==> src/rtl/seg7_pkg.sv <==
// rtl/seg7_pkg.sv - seven-segment lit codes and capture FSM state type
package seg7_pkg;

  localparam logic [6:0] LIT_0     = 7'h3F;
  localparam logic [6:0] LIT_1     = 7'h06;
  localparam logic [6:0] LIT_2     = 7'h5B;
  localparam logic [6:0] LIT_3     = 7'h4F;
  localparam logic [6:0] LIT_4     = 7'h66;
  localparam logic [6:0] LIT_5     = 7'h6D;
  localparam logic [6:0] LIT_6     = 7'h7D;
  localparam logic [6:0] LIT_7     = 7'h07;
  localparam logic [6:0] LIT_8     = 7'h7F;
  localparam logic [6:0] LIT_9     = 7'h6F;
  localparam logic [6:0] LIT_BLANK = 7'h00;

  typedef enum logic {
    WAIT_BOTH = 1'b0,
    PUBLISH   = 1'b1
  } cap_state_t;

  // ten*10 + one without a multiplier
  function automatic logic [6:0] bcd_pair_to_bin(input logic [3:0] ten, input logic [3:0] one);
    return ({3'd0, ten} << 3) + ({3'd0, ten} << 1) + {3'd0, one};
  endfunction

endpackage

==> src/rtl/seg7_to_bcd.sv <==
// rtl/seg7_to_bcd.sv - combinational lit-segment to BCD decoder
module seg7_to_bcd
  import seg7_pkg::*;
(
  input  logic [6:0] lit,
  output logic       legal,
  output logic       blank,
  output logic [3:0] bcd
);

  always_comb begin
    legal = 1'b1;
    blank = 1'b0;
    bcd   = 4'd0;
    case (lit)
      LIT_0:     bcd = 4'd0;
      LIT_1:     bcd = 4'd1;
      LIT_2:     bcd = 4'd2;
      LIT_3:     bcd = 4'd3;
      LIT_4:     bcd = 4'd4;
      LIT_5:     bcd = 4'd5;
      LIT_6:     bcd = 4'd6;
      LIT_7:     bcd = 4'd7;
      LIT_8:     bcd = 4'd8;
      LIT_9:     bcd = 4'd9;
      LIT_BLANK: begin
        legal = 1'b0;
        blank = 1'b1;
      end
      default:   legal = 1'b0;
    endcase
  end

endmodule

==> src/rtl/seg_capture.sv <==
// rtl/seg_capture.sv - debounced capture of a two-digit multiplexed 7-segment display
module seg_capture
  import seg7_pkg::*;
#(
  parameter int STABLE_CYC     = 4,
  parameter bit SEG_ACTIVE_LOW = 1'b1
) (
  input  logic       clk,
  input  logic       res,
  input  logic [7:0] digit_seg,
  input  logic [1:0] digit_con,
  output logic [3:0] one,
  output logic [3:0] ten,
  output logic [6:0] binary,
  output logic       val_valid,
  output logic       changed,
  output logic       err
);

  localparam logic [7:0] STABLE = 8'(STABLE_CYC);

  logic [6:0] lit;
  logic [8:0] sample, prev;
  logic [7:0] cnt, cnt_next;
  logic       accept, acc_one, acc_ten;
  logic       legal, blank;
  logic [3:0] bcd;
  logic [3:0] pend_one, pend_ten;
  logic       one_flag, ten_flag, one_flag_next, ten_flag_next;
  logic       publish_go;
  logic [6:0] bin_new;
  cap_state_t state, state_next;

  assign lit    = SEG_ACTIVE_LOW ? ~digit_seg[6:0] : digit_seg[6:0];
  assign sample = {digit_con, lit};

  seg7_to_bcd u_dec (
    .lit   (lit),
    .legal (legal),
    .blank (blank),
    .bcd   (bcd)
  );

  // Accept only on the transition into saturation so a held pattern fires once
  always_comb begin
    if (sample == prev)
      cnt_next = (cnt == STABLE) ? cnt : cnt + 8'd1;
    else
      cnt_next = 8'd1;
  end

  assign accept  = (cnt_next == STABLE) && (cnt != STABLE);
  assign acc_one = accept && (digit_con == 2'b01);
  assign acc_ten = accept && (digit_con == 2'b10);
  assign bin_new = bcd_pair_to_bin(pend_ten, pend_one);

  // An accept during PUBLISH wins over the flag clear
  always_comb begin
    one_flag_next = one_flag;
    ten_flag_next = ten_flag;
    if (state == PUBLISH) begin
      one_flag_next = 1'b0;
      ten_flag_next = 1'b0;
    end
    if (acc_one) one_flag_next = legal;
    if (acc_ten) ten_flag_next = legal || blank;
  end

  always_comb begin
    state_next = state;
    publish_go = 1'b0;
    case (state)
      WAIT_BOTH: begin
        if (one_flag && ten_flag) begin
          state_next = PUBLISH;
          publish_go = 1'b1;
        end
      end
      PUBLISH:   state_next = WAIT_BOTH;
      default:   state_next = WAIT_BOTH;
    endcase
  end

  always_ff @(posedge clk) begin
    if (res) state <= WAIT_BOTH;
    else     state <= state_next;
  end

  always_ff @(posedge clk) begin
    if (res) begin
      prev      <= '0;
      cnt       <= '0;
      one_flag  <= 1'b0;
      ten_flag  <= 1'b0;
      pend_one  <= '0;
      pend_ten  <= '0;
      one       <= '0;
      ten       <= '0;
      binary    <= '0;
      val_valid <= 1'b0;
      changed   <= 1'b0;
      err       <= 1'b0;
    end else begin
      prev      <= sample;
      cnt       <= cnt_next;
      one_flag  <= one_flag_next;
      ten_flag  <= ten_flag_next;
      err       <= (acc_one && !legal) || (acc_ten && !(legal || blank));
      val_valid <= publish_go;
      changed   <= publish_go && (bin_new != binary);
      if (acc_one && legal)
        pend_one <= bcd;
      if (acc_ten && (legal || blank))
        pend_ten <= bcd;
      if (publish_go) begin
        one    <= pend_one;
        ten    <= pend_ten;
        binary <= bin_new;
      end
    end
  end

endmodule

==> config.mk <==
export PLATFORM = sky130hd
export DESIGN_NAME = seg_capture
export DESIGN_NICKNAME = d
export VERILOG_FILES = /design/src/rtl/seg7_pkg.sv /design/src/rtl/seg7_to_bcd.sv /design/src/rtl/seg_capture.sv
export SDC_FILE = /design/constraint.sdc
export NUM_CORES = 1
export LEC_CHECK = 0
export CORE_ASPECT_RATIO = 1.75
export CORE_MARGIN = 4
export CORE_UTILIZATION = 50
export DETAILED_ROUTE_END_ITERATION = 6
export PLACE_DENSITY = 0.73
export SLEW_MARGIN = 30
export SYNTH_ARGS = -nofsm -noshare
export SYNTH_HDL_FRONTEND = slang
export SYNTH_HIERARCHICAL = 1
export SYNTH_SLANG_ARGS = --single-unit
export TNS_END_PERCENT = 10
==> constraint.sdc <==
create_clock -name clk -period 6.1 [get_ports clk]
set_input_delay 0.915 -clock clk [delete_from_list [all_inputs] [get_ports clk]]
set_output_delay 0.915 -clock clk [all_outputs]
set_load 0.02 [all_outputs]
# Yosys cells after proc, flatten, opt, wreduce, memory -nomap -nowiden
# Cells that the tools add are included.
totals:
  register_bits: 46
  latchBits: 0
  mem_bits_rw: 0
  mem_bits_ro: 0
  elab_cells: 63
  n_memories: 0
op_classes:
  n_addsub: 3
  n_mul: 0
  div: 0
  magnitude_cmp: 0
  eq_ne: 17
  n_shift: 0
  n_mux: 11
  n_bitwise: 2
  n_reduce_logical: 17
ops:
  columns: ["op", "n"]
  rows:
  - ["$eq A7 B7 Y1 const B", 7]
  - ["$pmux W4 S9", 1]
  - ["$eq A8 B3 Y1 const B", 2]
  - ["$mux W8", 2]
  - ["$eq A7 B3 Y1 const B", 2]
  - ["$reduce_or A10 Y1", 1]
  - ["$eq A9 B9 Y1", 1]
  - ["$logic_and A1 B1 Y1", 9]
  - ["$add A8 B1 Y8 const B", 1]
  - ["$ne A8 B3 Y1 const B", 1]
  - ["$add A7 B4 Y7", 1]
  - ["$add A7 B5 Y7", 1]
  - ["$eq A7 B6 Y1 const B", 1]
  - ["$logic_not A7 Y1", 1]
  - ["$mux W1", 7]
  - ["$ne A7 B7 Y1", 1]
  - ["$not A7 Y7", 1]
  - ["$reduce_bool A2 Y1", 2]
  - ["$eq A2 B1 Y1 const B", 1]
  - ["$eq A2 B2 Y1 const B", 1]
  - ["$logic_not A1 Y1", 2]
  - ["$logic_or A1 B1 Y1", 2]
  - ["$pmux W1 S2", 1]
  - ["$not A1 Y1", 1]

# Longest topological paths before layout
logic_depth:
  word_depth: 8
  depth_mapped: 9

# Hierarchy
# The synthesis kept the hierarchy.
modules_own_cells:
  columns: ["module", "n_inst", "cells_per_inst", "area_per_inst_um2", "seq_area_each_um2"]
  rows:
  - ["seg_capture", 1, 241, 2209.6, 880.8]
  - ["seg7_to_bcd", 1, 36, 227.7, 0.0]

# Least setup slack after synthesis
# No wires, ideal clock.
synth_path:
  path_type: "input port to flip-flop"
  startpoint: "in digit_seg[3]"
  endpoint: "reg pend_ten[0]"
  setup_ps: 72
  t_arrival_ps: 2520
  t_required_ps: 6028
  setup_slack_ps: 3508
  path_stages: 8
  cell_sequence: "inv_1 -> buf_6 -> nor4_2 -> a31oi_1 -> o32ai_1 -> o2111ai_1 -> nor4_4 -> mux2i_1"
synth_lines:
  columns: ["element", "line_no", "source"]
  rows:
  - ["from (decl)", "seg_capture.sv:10", "input logic [7:0] digit_seg,"]
  - ["$not A7 Y7 *", "seg_capture.sv:34", "assign lit = SEG_ACTIVE_LOW ? ~digit_seg[6:0] : digit_seg[6:0];"]
  - ["$eq A7 B6 Y1, or another cell as far along", "seg7_to_bcd.sv:15", "case (lit)"]
  - ["$reduce_or A10 Y1 (no line) *", null, null]
  - ["$mux W1 *", "seg7_to_bcd.sv:15", null]
  - ["net legal", "seg_capture.sv:26", "logic legal, blank;"]
  - ["$logic_or A1 B1 Y1 *", "seg_capture.sv:113", "if (acc_ten && (legal || blank))"]
  - ["$logic_and A1 B1 Y1 *", "seg_capture.sv:113", null]
  - ["to (signal assigned)", "seg_capture.sv:96", "pend_ten <= '0;"]
  - ["to (signal assigned)", "seg_capture.sv:114", "pend_ten <= bcd;"]
  - ["to (decl)", "seg_capture.sv:28", "logic [3:0] pend_one, pend_ten;"]
# The timed path passes the listed nets; every way through them passes the cells marked *.
# A chain may end at the register's enable or synchronous reset.

# Final worst setup path
layout_path:
  startpoint: "in digit_seg[0]"
  endpoint: "reg pend_one[2]"
layout_lines:
  columns: ["element", "line_no", "source"]
  rows:
  - ["$not A7 Y7 *", "seg_capture.sv:34", null]
  - ["net lit[0]", "seg_capture.sv:22", "logic [6:0] lit;"]
  - ["$eq A7 B6 Y1, or another cell as far along", "seg7_to_bcd.sv:15", null]
  - ["$reduce_or A10 Y1 (no line) *", null, null]
  - ["$mux W1 *", "seg7_to_bcd.sv:15", null]
  - ["net legal", "seg_capture.sv:26", null]
  - ["$logic_and A1 B1 Y1 *", "seg_capture.sv:111", "if (acc_one && legal)"]
  - ["to (signal assigned)", "seg_capture.sv:95", "pend_one <= '0;"]
  - ["to (signal assigned)", "seg_capture.sv:112", "pend_one <= bcd;"]
  - ["to (decl)", "seg_capture.sv:28", null]
# Marks and branches as above.

==> summary.txt <==
Status
  • Status: finished clean

Floorplanning
  • Starting Density: between 50% and 60%
  • Rows: 33
  • Core Box Area: 4710 um2
  • # IOs: 30
  • Die height: around 100 um
  • Die area: 6100 um2
  • Die X: 60.8 um

Route
  • Vias/cell: 5.45
  • ANT nets after route: 0
  • Drt total wl: 4500 um
  • Via count: 1936
  • First-pass DRT Iterations: 4
  • # DRC: 0
  • Iteration-0 DRC Markers: 53
  • Routed wire length per instance: between 10 and 15 um

Placed design
  • Final GP Congestion: 0.817
  • Placed instance area: 2730 um2
  • HPWL after detailed placement: 3410 um
  • PortBufs: 28
  • Placed cell count: ~350

Global routing
  • Number of global-route vias before repair: 1790
  • First-pass GRT wire length: 7850 um
  • Antenna violations before repair: 0
  • Largest net degree at the start of global routing: 36
  • Global Route Usage Sum: 16.7%
  • Grt ovf: 0

Final layout
  • Layout cells sized above 1: 5.28%
  • Multi-input gate area: 1420 um2
  • Area growth syn-to-layout: 16.4%
  • Layout Cells excl Fill: around 360
  • Most frequent cells in the layout: 44 x dfxtp_1, 31 x nand2_1, 28 x clkdlybuf4s50_1
  • Filler cells: approximately 450
  • Post-route cell area: 2840 um2
  • Layout Nets: 325
  • Commonest non-fill, non-tap cell in the layout: dfxtp_1
  • Seq. cell area: slightly below 900 um2
  • Ant. Diodes: 0

Yosys
  • Post-Syn Nets: 300
  • Synth cell types: 48
  • Post-synth ARST share: 0%
  • Seq cells post-synth: 44
  • Syn. warnings: 6
  • Post-synth EDFFs: 0
  • Syn Inst Count: 277
  • Synth Area per Inst: 8.80 um2
  • Seq/Total Area, Yosys: 36.1%
  • Synth Cell Area: between 2000 and 2500 um2
  • Top FF cell, synth: dfxtp_1

Critical path
  • Arr. time, crit path: 3.41 ns
  • CP required: 6.32 ns
  • Worst setup SP type: input port
  • R2r worst-path depth: 7
  • Crit-path cells: clkdlybuf4s50_1 -> inv_1 -> nor4_2 -> a31oi_1 -> o32ai_1 -> nand4_1 -> nor4_4 -> mux2i_1
  • Worst r2r src: pend_ten[0]
  • Slowest stage cell on the critical path: o32ai_1
  • Max FO, Critical Path: 7
  • Worst Setup End Kind: flop
  • Flop2flop setup slack: 3.63 ns
  • Worst Path Class, Setup: in2reg
  • Worst R2R End: changed
  • CP max stage delay: 0.56 ns

Clock network
  • Worst skew pair latency: 0.29 ns
  • CTS buffer count: 5
  • CTS max path bufs: 2
  • Clock Sinks: 44
  • TritonCTS clock tree: done
  • Clk slew on worst S/H paths: 0.08 ns
  • Hold buffers post-CTS: 0
  • Root Driver: clkbuf_8
  • Setup Fix Bufs, Post-CTS: 0
  • Post-CTS sizing: 0
  • H-tree levels: 2

Min path
  • Worst hold stages: 2
  • Worst Hold Endpoint: ten[3]
  • Worst hold start: ten[3]
  • Hold Path Class: reg2reg

Job
  • MaxCap Viol Count: 0

STA
  • Clock skew: 0.00381 ns
  • Setup TNS: 0 ns
  • Fmax: 314 MHz
  • Final Max Tran Viols: 0
  • Worst relative slew slack: 57.4%
  • RSZ-0062 raised after global routing: no
  • Actual slew at the worst max-slew pin: 0.636 ns
  • Final hold viol count: 0
  • Tmin final: between 3 and 4 ns
  • Final setup fails: 0
  • Tcrit/Tclk final: 52.3%

Power
  • PD cells: 196 nW/um2
  • Final Power: about 0.56 mW
  • VDD IR max: roughly 0.18 mV
  • LEAKAGE: 1.04 nW
state kept, by name, indices dropped and copies added, names as in the netlist:
name,cells
binary,6
changed,1
cnt,8
err,1
one,4
one_flag,1
pend_one,4
pend_ten,4
prev,9
state,1
ten,4
ten_flag,1
where the power goes:
part	internal (mW)	total, mW	switching (mW)
Sequential	0.290	0.292	0.00177
Combinational	0.0187	0.0428	0.0241
Clock	0.122	0.222	0.0998
Total	0.431	0.557	0.126
Yosys cell counts, drive strengths merged, types with 2 or more instances:
master | n | share of area (%)
nor2b | 5 | 1.3
nand3b | 4 | 1.2
and2 | 3 | 0.77
nand2b | 15 | 3.9
nand3 | 7 | 1.4
dfxtp | 44 | 36
xor2 | 10 | 3.6
a21o | 2 | 0.62
nor3 | 6 | 1.7
ha | 9 | 4.6
o32ai | 2 | 0.72
a31oi | 3 | 0.77
and3 | 3 | 0.77
clkbuf | 6 | 0.92
buf | 5 | 1.5
o21ai | 4 | 0.82
inv | 20 | 3.1
nand2 | 31 | 4.8
a21oi | 16 | 3.3
fa | 2 | 1.6
xnor2 | 15 | 5.4
nor4 | 9 | 4.4
nand4b | 2 | 0.72
nor2 | 23 | 3.5
mux2i | 10 | 4.1
or3 | 2 | 0.51
nand4 | 5 | 2.2
a211oi | 2 | 0.62
area by class of cell:
type | count | share of cell area (%)
clock inverter | 2 | 1.23
clock buffer | 6 | 2.56
inverter | 20 | 2.65
sequential | 44 | 31.0
tap | 52 | 2.29
multi-input combinational | 202 | 50.1
timing repair buffer | 29 | 10.1
how the worst max path moves through the flow:
stage / slack (ns) / from / endpoint
3_3_place_gp: 2.65 / digit_seg[0] / pend_one[3]
6_report: 2.91 / digit_seg[0] / pend_one[2]
4_1_cts: 2.93 / digit_seg[0] / pend_ten[1]
5_1_grt: 2.71 / digit_seg[4] / pend_one[1]
3_5_place_dp: 2.62 / digit_seg[0] / pend_one[2]
2_1_floorplan: 3.51 / digit_seg[3] / pend_ten[0]
metal layers:
layer / GRT usage (%) / up-vias / wire [um]
met5: 0 / - / 0
met4: 5.01 / 0 / 51
li1: - / 990 / -
met1: 19.3 / 897 / 1790
met3: 3.09 / 5 / 159
met2: 29.8 / 44 / 2500
metrics by stage:
stage                     util [%]  hold WS, ns  worst slack [ns]
after floorplan                  -        0.444              3.51
after global placement        58.0        0.442              2.65
after detailed placement      58.0        0.450              2.62
after CTS                     60.3        0.462              2.93
after global routing          60.3        0.480              2.71
final                         60.3        0.460              2.91
logic make-up (layout without fill, tap and decap cells):
kind of cell               Yosys count  in the layout  share of synthesized area (%)
muxes                               10             10                           4.11
and+or+nand+nor                    119            119                           28.6
xor gates and xnor gates            26             26                           9.91
DFF                                 44             44                           36.1
adders and majority gates           11             11                           6.26
AOI/OAI and AO/OA                   36             36                           9.45
buffers and inverters               31             57                           5.54
worst max-delay path: cells and delay by family:
family	cells	cell delay [ns]
mux	1	0.23
buf+inv	2	0.66
simple gates	3	0.97
compound gates	2	0.63
Power figures use the tool's default switching activity.
